==> src/rtl/queue4_arb.sv <==
// Round-robin write arbiter and occupancy tracker for the shared 4-bit x 64 queue.
// Optional almost-full deferral of newly rising requests is enabled by defining QARB_AFULL_EN.
module queue4_arb #(
    parameter int NREQ  = 4,
    parameter int DEPTH = 64,
    parameter int CW    = 7
`ifdef QARB_AFULL_EN
    , parameter int AFULL_LEVEL = 56
`endif
) (
    input  logic              clk,
    input  logic              rst,
    input  logic [NREQ-1:0]   req,
    input  logic [4*NREQ-1:0] req_data,
    output logic [NREQ-1:0]   gnt,
    input  logic              pop,
    input  logic              flush,
    output logic [3:0]        q_din,
    output logic              q_wr_en,
    output logic              q_rd_en,
    output logic              q_rst,
    output logic [CW-1:0]     count,
    output logic              full,
    output logic              empty
`ifdef QARB_AFULL_EN
    , output logic            afull
`endif
);

    localparam int PW = (NREQ > 1) ? $clog2(NREQ) : 1;
    localparam logic [CW-1:0] DEPTH_C = CW'(DEPTH);

    logic [PW-1:0]     ptr_q, ptr_d;
    logic [CW-1:0]     count_q, count_d;
    logic [NREQ-1:0]   elig;
    logic [2*NREQ-1:0] elig_dbl, elig_rot;
    logic [NREQ-1:0]   gnt_c;
    logic [3:0]        din_c;
    logic              found;
    int                off;
    int                gidx;
    int                gnext;
    logic              clr;
    logic              gnt_en;
    logic              wr;
    logic              rd;

    assign clr    = rst | flush;
    assign full   = (count_q == DEPTH_C);
    assign empty  = (count_q == '0);
    assign gnt_en = ~full & ~clr;

`ifdef QARB_AFULL_EN
    logic              afull_q, afull_d;
    logic [NREQ-1:0]   req_prev_q, mask_q, mask_d, rise, hold;

    // A request that rises while afull is high stays masked until afull drops or it is withdrawn.
    assign rise    = req & ~req_prev_q;
    assign hold    = afull_q ? (mask_q | rise) : '0;
    assign mask_d  = hold & req;
    assign elig    = req & ~hold;
    assign afull_d = (count_d >= CW'(AFULL_LEVEL));
    assign afull   = afull_q;
`else
    assign elig    = req;
`endif

    // Rotate eligibility so that bit 0 is the current priority holder.
    assign elig_dbl = {elig, elig};
    assign elig_rot = elig_dbl >> ptr_q;

    always_comb begin
        found = 1'b0;
        off   = 0;
        for (int k = 0; k < NREQ; k++) begin
            if (!found && elig_rot[k]) begin
                found = 1'b1;
                off   = k;
            end
        end
        gidx  = int'(ptr_q) + off;
        if (gidx >= NREQ) gidx = gidx - NREQ;
        gnext = (gidx + 1 >= NREQ) ? 0 : gidx + 1;
        gnt_c = '0;
        din_c = '0;
        for (int j = 0; j < NREQ; j++) begin
            if (found && gnt_en && gidx == j) begin
                gnt_c[j] = 1'b1;
                din_c    = req_data[4*j +: 4];
            end
        end
    end

    assign wr      = found & gnt_en;
    assign rd      = pop & ~empty & ~clr;
    assign gnt     = gnt_c;
    assign q_din   = din_c;
    assign q_wr_en = wr;
    assign q_rd_en = rd;
    assign q_rst   = clr;
    assign count   = count_q;

    always_comb begin
        ptr_d   = wr ? PW'(gnext) : ptr_q;
        count_d = count_q;
        if (clr)
            count_d = '0;
        else if (wr && !rd)
            count_d = count_q + CW'(1);
        else if (rd && !wr)
            count_d = count_q - CW'(1);
    end

    always_ff @(posedge clk) begin
        if (rst) begin
            ptr_q   <= '0;
            count_q <= '0;
        end else begin
            ptr_q   <= ptr_d;
            count_q <= count_d;
        end
    end

`ifdef QARB_AFULL_EN
    always_ff @(posedge clk) begin
        if (rst) begin
            afull_q    <= 1'b0;
            mask_q     <= '0;
            req_prev_q <= '0;
        end else begin
            afull_q    <= afull_d;
            mask_q     <= mask_d;
            req_prev_q <= req;
        end
    end
`endif

endmodule

==> config.mk <==
export PLATFORM = sky130hd
export DESIGN_NAME = queue4_arb
export DESIGN_NICKNAME = d
export VERILOG_FILES = /design/src/rtl/queue4_arb.sv
export SDC_FILE = /design/constraint.sdc
export NUM_CORES = 1
export LEC_CHECK = 0
export CAP_MARGIN = 40
export CELL_PAD_IN_SITES_DETAIL_PLACEMENT = 2
export CELL_PAD_IN_SITES_GLOBAL_PLACEMENT = 2
export CORE_ASPECT_RATIO = 0.6
export CORE_UTILIZATION = 25
export CTS_CLUSTER_DIAMETER = 60
export CTS_CLUSTER_SIZE = 25
export DETAILED_ROUTE_END_ITERATION = 7
export GPL_TIMING_DRIVEN = 0
export PLACE_DENSITY = 0.89
export SYNTH_ARGS = -nofsm -noshare
export SYNTH_HDL_FRONTEND = slang
export SYNTH_SLANG_ARGS = --single-unit
==> constraint.sdc <==
create_clock -name clk -period 5.65 [get_ports clk]
set_input_delay 1.13 -clock clk [delete_from_list [all_inputs] [get_ports clk]]
set_output_delay 1.13 -clock clk [all_outputs]
set_load 0.01 [all_outputs]
==> results of run 1 <==
## worst paths after layout
path	from	endpoint	slack, ns	cells past startpoint
worst max-delay path	req[1]	gnt[3]	0.34	13
worst min-delay path	count[2]	count[2]	0.52	2
worst max register to register	ptr_q[0]	ptr_q[0]	1.78	16
worst min register to register	count[2]	count[2]	0.52	2
## routing by layer
layer	vias to the layer above	part of all wire, %
met1	666	50
met2	39	44
li1	644	-
met5	-	0
met4	0	0.46
met3	2	5.6
## report_power, final
part / internal (W) / switching, W / total, W
clock: 0.0000496 / 0.0000296 / 0.0000792
combinational: 0.000119 / 0.000132 / 0.000251
sequential: 0.0000693 / 0.00000633 / 0.0000756
total: 0.000238 / 0.000168 / 0.000406
## Yosys cell counts (2+ instances only)
library cell,number
a21o_1,2
ha_1,17
nor3_1,3
nand3b_1,2
clkbuf_1,4
inv_1,12
a221oi_2,4
a2bb2oi_1,2
buf_6,2
fa_1,2
o21ai_0,4
a211oi_1,2
o31ai_2,4
nor4_4,2
nand2_1,15
dfxtp_1,9
a21oi_1,5
nor2_1,19
o211ai_1,3
and3_1,2
xnor2_1,2
nand3_1,3
xor2_1,3
nor4_1,4
or3_1,2
inv_4,2
## per-stage QoR
step                      util, %  hold slack (ns)  total power [W]
after detailed placement     36.9            0.508         0.000327
after floorplan                 -            0.514         0.000233
after CTS                    38.2            0.517         0.000410
after global placement       36.9            0.498         0.000314
after global routing         38.4            0.539         0.000436
final                        38.4            0.516         0.000406
## cells in the final DEF (no fill, tap or decap), types with 2 or more instances in the layout
cell / n
clkbuf_2: 2
o21ai_0: 4
nand2_1: 15
dfxtp_1: 9
nand3_1: 3
nand3b_1: 2
xor2_1: 3
or3_1: 2
nor3_1: 3
inv_1: 12
clkdlybuf4s50_1: 35
a21oi_1: 5
nor4_1: 4
clkbuf_8: 3
and3_1: 2
ha_1: 15
a221oi_2: 4
nor2_1: 19
ha_2: 2
a2bb2oi_1: 2
xnor2_1: 2
a211oi_1: 2
a21o_1: 2
dlymetal6s2s_1: 4
fa_1: 2
nor4_4: 2
o31ai_2: 4
clkbuf_1: 4
o211ai_1: 3
inv_4: 2
buf_6: 2
## what timing repair did
action,4_1_cts,5_1_grt
gates cloned,0,0
gates resized for setup,6,5
setup endpoints to repair,7,4
## logic make-up (layout without fill, tap and decap cells)
kind of cell | count (synthesis) | after routing | synth area share (%)
compound gates | 35 | 35 | 25.0
flops | 9 | 9 | 14.4
mux | 1 | 1 | 0.800
simple gates | 61 | 61 | 27.4
xor+xnor | 5 | 5 | 3.50
fa+ha+maj | 19 | 19 | 20.2
buf+inv | 23 | 67 | 8.70
## sequential cells by signal, indices dropped and copies added (netlist names)
register	flops
ptr_q	2
count	7
## worst max-delay path, delay by kind of cell
kind,cells,cell delay (ns)
and+or+nand+nor,4,0.73
buffers and inverters,5,1.21
AOI/OAI and AO/OA,1,0.11
adders and majority gates,3,0.99
## final cells by class
| type | count | area, sq um |
|---|---|---|
| Buffer | 8 | 48.8 |
| Clock buffer | 4 | 45.0 |
| Fill cell | 549 | 2880 |
| Inverter | 15 | 61.3 |
| Multi-Input combinational cell | 121 | 975 |
| Sequential cell | 9 | 180 |
| Tap cell | 63 | 78.8 |
| Timing Repair Buffer | 40 | 412 |
==> metrics.cfg, run 1 <==
[status]
outcome = complete, no violations

[placed_design]
io_buffers = 40
numPlacedInstances = 256
placed_area_sq_mm = 0.00173
place_ws_ns = -0.477
dp_hpwl_mm = 3.65
gp_congestion = 0.811

[timing]
setup_viol = 0
fin_setup_tns_ns = 0
layout_setup_ws_ns = 0.344
rsz0062_at_grt = false
finClkSkew_ns = 0.00311
period_minus_slack_ns = 5.31
fmax_mhz = 188
hold_viol = 0
worst_pin_slew_ns = 0.572
slew_violations = 0
period_share_pct = 93.9
slew_headroom_pct = 61.5

[synth]
seq_area_frac_synth_pct = 14.4
yosysWarnings = 0
synth_cell_types = 48
postSynth.asyncResetShare_pct = 0
yosys_register_bits = 9
netlist_top_cells_area = ha_1, dfxtp_1, nor2_1
syn_area_sq_mm = 0.00125
synth.avg_cell_area_sq_um = 8.18
synth_top_area_cell = ha_1
syn_inst = 153
ys.flop_type = dfxtp_1
syn_nets = 196
synth_edf_count = 0
synth_top_area_share_pct = 17.0

[cells_and_area]
nets = 241
drive_gt1_share_pct = 14.7
final_cells = 260
area_growth_syn_to_layout_pct = 43.9
final_area_sq_mm = 0.00180
antenna_cells = 0

[routing]
vias = 1351
drt_iter0_drc = 52
drt_wl_total_mm = 4.58
postRouteAntennaNets = 0
wl_per_cell_microns = 17.6
vias_per_cell = 5.20
first_pass_iters = 4
drcViolationCount = 0

[worst_setup_path]
cp_max_fo = 9
crit_top_cell = inv_1
path_class = in -> out
start_kind = input pin
crit_slowest_cell = clkdlybuf4s50_1
crit_required_ns = 4.52
arrival_ns = 4.18
max_stage_delay_ns = 0.57
end_kind = primary output
crit_chain = clkdlybuf4s15_2 -> nor2_1 -> or4_1 -> o2111ai_1 -> ha_1 -> inv_1 -> fa_1 -> ha_2 -> nand2b_4 -> inv_1 -> and3_1 -> buf_2 -> clkdlybuf4s50_1

[global_route]
grt_overflow_total = 0
grt.total_usage_pct = 18.0
grt_pass1_wl_mm = 7.42
grt_pass1_vias = 1377
met3_usage_pct = 4.07
grt_max_degree = 11
busiest_layer = met2
grtUsageMet2_pct = 27.9
met1_usage_pct = 26.0
antenna_found_initial = 0

[clock_network]
root_buffer = clkbuf_8
post-cts-setup-buffers = 0
cts_tree = yes
clk_latency_ns = 0.24
htreeDepth = 1
cts_made_buffers = 3
hold_buffers = 0
clock-sinks = 9
clk_path_buf_depth = 2
clk_pin_slew_worst_paths_ns = 0.05

[floorplan]
chipWidth_microns = 93.3
initial_core_util_pct = 26.7
ioPinCount = 44
num_rows = 19
dieArea_sq_mm = 0.00530
core_sq_mm = 0.00468
dieHeight_microns = 56.8

[power_and_ir_drop]
peakVddDrop_mv = 0.0788
power_density_mw_per_mm2 = 225
cellLeakagePower_nw = 0.786

[job]
drv_cap = 0

[worst_hold_path]
hold_class = reg -> reg

Power figures use the tool's default switching activity.
==> inputs of run 2 (changes only) <==
CTS_CLUSTER_SIZE = default   (was 25)
==> results of run 2 <==
Same layout as run 1: the final DEF is identical, and so are final timing and power.
